**config.mk**
```make
export PLATFORM = sky130hd
export DESIGN_NAME = ddr_rx_deser
export DESIGN_NICKNAME = d
export VERILOG_FILES = /design/src/rtl/ddr_rx_pkg.sv /design/src/rtl/ddr_rx_fifo.sv /design/src/rtl/ddr_rx_deser.sv
export SDC_FILE = /design/constraint.sdc
export NUM_CORES = 1
export LEC_CHECK = 0
export ABC_AREA = 1
export ABC_CLOCK_PERIOD_IN_PS = 2700
export CORE_MARGIN = 3
export CORE_UTILIZATION = 42
export DETAILED_ROUTE_END_ITERATION = 7
export PLACE_DENSITY = 0.73
export SYNTH_ARGS = -nofsm -noshare
export SYNTH_HDL_FRONTEND = slang
export SYNTH_SLANG_ARGS = --single-unit
```
**constraint.sdc**
```tcl
create_clock -name clk -period 2.7 [get_ports clk]
set_clock_uncertainty 0.15 [all_clocks]
set_input_delay 0.54 -clock clk [delete_from_list [all_inputs] [get_ports clk]]
set_output_delay 0.54 -clock clk [all_outputs]
set_load 0.02 [all_outputs]
```
**src/rtl/ddr_rx_pkg.sv**
```systemverilog
// ddr_rx_pkg: shared types and constants for the DDR receive deserializer.
//   ddr_rx_state_e      : alignment FSM state (HUNT / LOCKED)
//   ddr_rx_phase_t      : which bit phase the word boundary falls on
//                         (0 = word ends on a fall bit, 1 = ends on a rise bit)
//   DDR_RX_SYNC_DEFAULT : default alignment word, MSB first on the wire
package ddr_rx_pkg;

  typedef enum logic {
    HUNT   = 1'b0,
    LOCKED = 1'b1
  } ddr_rx_state_e;

  typedef logic ddr_rx_phase_t;

  localparam logic [7:0] DDR_RX_SYNC_DEFAULT = 8'hA5;

endpackage

```
**src/rtl/ddr_rx_fifo.sv**
```systemverilog
// ddr_rx_fifo: generic synchronous FIFO, synchronous active-high reset.
// Ports:
//   clk, srst_i        clock, synchronous active-high reset (clears storage)
//   push_i, data_i     write request and data
//   pop_i              read request; ignored while empty
//   data_o             head entry (combinational read of the head slot)
//   full_o, empty_o    occupancy flags
// A push while full is accepted only when a pop happens in the same cycle;
// otherwise it is silently ignored (the caller decides what a drop means).
module ddr_rx_fifo #(
  parameter int WIDTH = 8,
  parameter int DEPTH = 4
) (
  input  logic             clk,
  input  logic             srst_i,
  input  logic             push_i,
  input  logic [WIDTH-1:0] data_i,
  input  logic             pop_i,
  output logic [WIDTH-1:0] data_o,
  output logic             full_o,
  output logic             empty_o
);

  localparam int AW = (DEPTH > 1) ? $clog2(DEPTH) : 1;

  logic [WIDTH-1:0] mem_q [DEPTH];
  logic [AW-1:0]    wr_ptr_q;
  logic [AW-1:0]    rd_ptr_q;
  logic [AW:0]      count_q;
  logic             push_ok;
  logic             pop_ok;

  assign full_o  = (count_q == (AW+1)'(DEPTH));
  assign empty_o = (count_q == '0);
  assign pop_ok  = pop_i && !empty_o;
  assign push_ok = push_i && (!full_o || pop_ok);
  assign data_o  = mem_q[rd_ptr_q];

  // DEPTH is a power of two, so natural pointer overflow wraps modulo DEPTH.
  always_ff @(posedge clk) begin
    if (srst_i) begin
      wr_ptr_q <= '0;
      rd_ptr_q <= '0;
      count_q  <= '0;
      for (int i = 0; i < DEPTH; i++) mem_q[i] <= '0;
    end else begin
      if (push_ok) begin
        mem_q[wr_ptr_q] <= data_i;
        wr_ptr_q        <= wr_ptr_q + 1'b1;
      end
      if (pop_ok) rd_ptr_q <= rd_ptr_q + 1'b1;
      case ({push_ok, pop_ok})
        2'b10:   count_q <= count_q + 1'b1;
        2'b01:   count_q <= count_q - 1'b1;
        default: count_q <= count_q;
      endcase
    end
  end

endmodule

```
**src/rtl/ddr_rx_deser.sv**
```systemverilog
// ddr_rx_deser: assembles rise/fall captured bit pairs into WIDTH-bit words,
// hunts for SYNC_PATTERN at either bit phase, and buffers words in a FIFO.
// Ports:
//   clk, srst_i              clock, synchronous active-high reset
//   en_i                     rise_bit_i/fall_bit_i hold a valid pair
//   rise_bit_i, fall_bit_i   older / newer bit of the pair
//   align_req_i              drop alignment and re-hunt
//   word_o, word_valid_o     FIFO head word and not-empty flag
//   word_ready_i             consumer accepts word_o
//   locked_o                 FSM is LOCKED
//   overflow_o, clear_ovf_i  sticky word-drop flag and its clear
//   state_o                  FSM state, for observation
// Handshake: a word transfers on every clk edge where word_valid_o and
// word_ready_i are both 1; word_o holds while valid is high and ready low.
// Build option: define DDR_RX_SYNC_STRIP_EN to discard completed words equal
// to SYNC_PATTERN while LOCKED instead of pushing them.
module ddr_rx_deser
  import ddr_rx_pkg::*;
#(
  parameter int               WIDTH        = 8,
  parameter logic [WIDTH-1:0] SYNC_PATTERN = WIDTH'(DDR_RX_SYNC_DEFAULT),
  parameter int               FIFO_DEPTH   = 4
) (
  input  logic          clk,
  input  logic          srst_i,
  input  logic          en_i,
  input  logic          rise_bit_i,
  input  logic          fall_bit_i,
  input  logic          align_req_i,
  output logic [WIDTH-1:0] word_o,
  output logic          word_valid_o,
  input  logic          word_ready_i,
  output logic          locked_o,
  output logic          overflow_o,
  input  logic          clear_ovf_i,
  output ddr_rx_state_e state_o
);

  localparam int               PAIRS    = WIDTH / 2;
  localparam int               CW       = (PAIRS > 1) ? $clog2(PAIRS) : 1;
  localparam logic [CW-1:0]    CNT_LAST = CW'(PAIRS - 1);

  ddr_rx_state_e state_q;
  ddr_rx_phase_t phase_q;
  logic [CW-1:0] cnt_q;
  logic [WIDTH:0] hist_q;
  logic [WIDTH:0] hist_next;
  logic [WIDTH-1:0] cand0;
  logic [WIDTH-1:0] cand1;
  logic [WIDTH-1:0] word_sel;
  logic          word_done;
  logic          push;
  logic          fifo_full;
  logic          fifo_empty;
  logic          pop;
  logic          drop;

  // One extra history bit lets the odd phase (word ending on a rise bit)
  // be read out as hist[WIDTH:1] after the newest pair is shifted in.
  always_comb begin
    hist_next = hist_q;
    if (en_i) hist_next = {hist_q[WIDTH-2:0], rise_bit_i, fall_bit_i};
    cand0    = hist_next[WIDTH-1:0];
    cand1    = hist_next[WIDTH:1];
    word_sel = phase_q ? cand1 : cand0;
  end

  // align_req_i beats a coincident word completion.
  assign word_done = (state_q == LOCKED) && en_i && (cnt_q == CNT_LAST) && !align_req_i;

`ifdef DDR_RX_SYNC_STRIP_EN
  assign push = word_done && (word_sel != SYNC_PATTERN);
`else
  assign push = word_done;
`endif

  assign pop  = word_valid_o && word_ready_i;
  assign drop = push && fifo_full && !pop;

  always_ff @(posedge clk) begin
    if (srst_i) begin
      state_q    <= HUNT;
      phase_q    <= 1'b0;
      cnt_q      <= '0;
      hist_q     <= '0;
      overflow_o <= 1'b0;
    end else begin
      hist_q <= hist_next;
      if (align_req_i) begin
        state_q <= HUNT;
        cnt_q   <= '0;
      end else begin
        case (state_q)
          HUNT: begin
            // Phase 0 is tested first so it wins when both phases match.
            if (en_i && (cand0 == SYNC_PATTERN)) begin
              phase_q <= 1'b0;
              cnt_q   <= '0;
              state_q <= LOCKED;
            end else if (en_i && (cand1 == SYNC_PATTERN)) begin
              phase_q <= 1'b1;
              cnt_q   <= '0;
              state_q <= LOCKED;
            end
          end
          LOCKED: begin
            if (en_i) cnt_q <= (cnt_q == CNT_LAST) ? '0 : cnt_q + 1'b1;
          end
          default: state_q <= HUNT;
        endcase
      end
      // Setting has priority over clearing.
      if (drop) overflow_o <= 1'b1;
      else if (clear_ovf_i) overflow_o <= 1'b0;
    end
  end

  assign locked_o     = (state_q == LOCKED);
  assign state_o      = state_q;
  assign word_valid_o = !fifo_empty;

  ddr_rx_fifo #(
    .WIDTH (WIDTH),
    .DEPTH (FIFO_DEPTH)
  ) u_fifo (
    .clk     (clk),
    .srst_i  (srst_i),
    .push_i  (push),
    .data_i  (word_sel),
    .pop_i   (pop),
    .data_o  (word_o),
    .full_o  (fifo_full),
    .empty_o (fifo_empty)
  );

endmodule

```
==> metrics.md <==
| Metric | Value |
|---|---|
| Number of cells after detailed placement | 388 |
| Clock network fraction of design power | 25.5% |
| Portion of synthesized cell area occupied by the leading cell type | a little under two fifths |
| Max-slew violation total from the final report | 0 |
| Maximum clock frequency | 0.398 GHz |
| Most common library cell in the layout ignoring fill and taps | sky130_fd_sc_hd__nor2_1 |
| Gr usage total | around 14% |
| Cell row count | 27 |
| Fraction of the core area covered by cells at the end of the flow | 52.7% |
| Headroom to the max-slew limit | roughly 70% |
| Final antenna diode count | 0 |
| Total nets after synthesis | ~300 |
| Flop and latch count out of synthesis | 55 |
| Initial antenna violation count | 0 |
| Post-CTS clock slew at the launch and capture registers of the worst setup and hold paths | 0.09 ns |
| Max-Cap Viols | 0 |
| Antenna Violating Nets Remaining | 0 |
| Die outline width | roughly 83 um |
| Post-route insts no fill | 398 |
| Global-route wire length before repair | 8240 um |
| Setup ws final | ~0.19 ns |
| H-tree level count | 2 |
| Worst EP arrival | 1.82 ns |
| Area inside the core boundary | 5640 sq um |
| Terminus of the critical flop-to-flop path | u_fifo.count_q[2] |
| Io pins | 20 |
| Worst hold path startpoint | cnt_q[0] |
| Cells after synthesis | 291 |
| Post-placement worst setup slack | 0.187 ns |
| Clock period minus final worst setup slack | 2.51 ns |
| Root buf cell | sky130_fd_sc_hd__clkbuf_8 |
| Highest fanout seen on the critical path | 10 |
| Number of global-route vias before repair | 1858 |
| Gate power share | 27.5% |
| Sequential share of the synthesized area | 56.6% |
| Starting utilization of the core area | 44.5% |
| Count of different cell masters after synthesis | 24 |
| Initial detailed-routing violation count | 163 |
| Mapped Area | 2510 sq um |
| Post-route DRC violation count | 0 |
| Final wirelength | 4780 um |
| Maximum number of pins on one net before global-route repair | 19 |
| Hold-fix buffers, CTS | 0 |
| Post-layout net count | 335 |
| Finish-stage setup viols | 0 |
| Overall power | 2120 uW |
| Vias/cell | between 4 and 5 |
| Power per cell area | 713 nW/um^2 |
| # clock sinks | 55 |
| Number of cells traversed by the worst register-to-register path | 8 |
| Detailed Routing Iterations Pass 1 | 4 |
| Die Area | 6940 sq um |
| Net Switching | 645 uW |
| Number of hold violations in the final report | 0 |
| Clock buffer count from CTS | 5 |
| Port bufs | 19 |
| Cell with the largest stage delay on the worst path | sky130_fd_sc_hd__clkdlybuf4s50_1 |
| Worst skew pair latency | roughly 0.3 ns |
| Setup TNS after final layout | 0 ns |
| Cell Chain, Critical Path | buf_4 -> o21ai_0 -> o22ai_1 -> clkdlybuf4s50_1 |
| Part of the power in registers | between 40 and 50% |
| Fraction of final layout cells with drive strength greater than 1 | 11.3% |
| Clock tree from TritonCTS | done |
| Worst setup slack for register-to-register paths | 0.70 ns |
| Worst Path Required | 2.01 ns |
| Weighted congestion at the end of routability-driven global placement | 0.814 |
| Grt ovf | 0 |
| RSZ-0062 raised after global routing | no |
| Layout overhead on the synthesized area | 18.4% |
| Synth top area cells | sky130_fd_sc_hd__edfxtp_1 (38%), sky130_fd_sc_hd__dfxtp_1 (18%), sky130_fd_sc_hd__nor2_1 (9.7%), sky130_fd_sc_hd__nand2_1 (8.1%), sky130_fd_sc_hd__o21ai_0 (7.0%) |
| Category of the critical setup timing path | reg -> out |
| Leakage dissipation | 0.00115 uW |
| Worst Hold Class | reg -> reg |
| Overall via count from detail_route | a little under 2000 |
| Worst setup path end | word_o[2] |
| P_int | 1470 uW |
| Hpwl dp | roughly 3400 um |
| Die outline height | around 83 um |
| CP peak stage delay | 0.62 ns |
| Synthesized area per cell | 8.63 sq um |
| Period utilization | 93.1% |
| Deepest clock path buffer count | 2 |
| Actual slew at the worst max-slew pin | 0.468 ns |
| Cell accounting for the most synthesized area | sky130_fd_sc_hd__edfxtp_1 |
| Number of fill cells | 535 |
| Startpoint of the lowest-slack register-to-register path | u_fifo.count_q[0] |
| Status | finished, final reports clean |
| Area used by multi-input combinational logic | 938 sq um |
| Worst IR Drop VDD | 305 uV |
| Highest-count cells in the layout ignoring fill and taps | sky130_fd_sc_hd__nor2_1 (65), sky130_fd_sc_hd__nand2_1 (54), sky130_fd_sc_hd__o21ai_0 (35), sky130_fd_sc_hd__edfxtp_1 (32), sky130_fd_sc_hd__inv_1 (24) |
| Proportion of total power due to net switching | 30.4% |
| Average routed wire per standard cell | 12.0 um |
| Kind of start point of the critical path | register |
| Category of the worst setup path capture point | output pin |
| YS warnings | 0 |
| Footprint of the flip-flops and latches | 1420 sq um |
power by group through the flow:
stage,Combinational [uW],Sequential [uW],Clock [uW]
after floorplan,357,997,0
after global placement,565,1010,0
after detailed placement,571,1010,0
after CTS,589,994,556
after global routing,643,1010,583
final,583,996,540
cells in the mapped netlist, drive strengths merged:
master  instances
o22ai           8
o21ai          35
dfxtp          23
nor2           70
a21oi          14
inv            27
nand2          57
ha              1
buf             3
or2             1
clkbuf          4
nand3          11
clkinv          1
edfxtp         32
fa              1
nand4           3
layer usage:
metal  up-vias  GRT usage [%]  share of wire [%]
met1       884           18.2                 45
met2        36           25.5                 50
met5         -              0                  0
li1       1024              -                  -
met3         2           3.27                4.4
met4         0           2.23               0.56
critical path, delay by kind of cell, from the launching register on:
kind / cells / cell delay (ns)
buf+inv: 2 / 0.81
flops: 1 / 0.43
compound gates: 2 / 0.27
worst min-delay path by stage:
| stage | endpoint | slack, ns | depth (start not counted) |
|---|---|---|---|
| 2_1_floorplan | cnt_q[0] | 0.28 | 1 |
| 3_3_place_gp | cnt_q[0] | 0.30 | 1 |
| 3_5_place_dp | cnt_q[0] | 0.30 | 1 |
| 4_1_cts | cnt_q[0] | 0.32 | 1 |
| 5_1_grt | register | 0.33 | 1 |
| 6_report | cnt_q[0] | 0.32 | 1 |
cell type report:
type,instances,area share [%]
inverters,28,3.66
repair buffers,34,10.2
multi-input cells,201,31.6
well taps,72,3.03
clock inverters,2,1.26
flip-flops and latches,55,47.9
clock buffers,6,2.44
through the flow:
| step | area, sq um | hold slack, ns |
|---|---|---|
| 3_3_place_gp | 2840 | 0.304 |
| 3_5_place_dp | 2840 | 0.305 |
| 2_1_floorplan | 2510 | 0.282 |
| 5_1_grt | 2970 | 0.335 |
| 4_1_cts | 2970 | 0.319 |
| 6_report | 2970 | 0.318 |
cells by family (layout without fill, tap and decap cells):
group | Yosys count | in the layout | share of synthesized area [%]
fa+ha+maj | 2 | 2 | 1.30
compound gates | 57 | 57 | 11.9
simple gates | 142 | 142 | 24.2
flops | 55 | 55 | 56.6
buf+inv | 35 | 70 | 5.98
state kept, by name, indices dropped and copies added, names as in the netlist, named ones only:
register         cells
u_fifo.count_q       3
u_fifo.wr_ptr_q      2
overflow_o           1
u_fifo.mem_q        32
u_fifo.rd_ptr_q      2
locked_o             1
hist_q               9
cnt_q                2
phase_q              1
repair_timing:
action / in CTS / in global routing
setup endpoints to repair: 1 / 7
buffers inserted: 2 / 0
gates resized for setup: 1 / 2
Power figures use the tool's default switching activity.
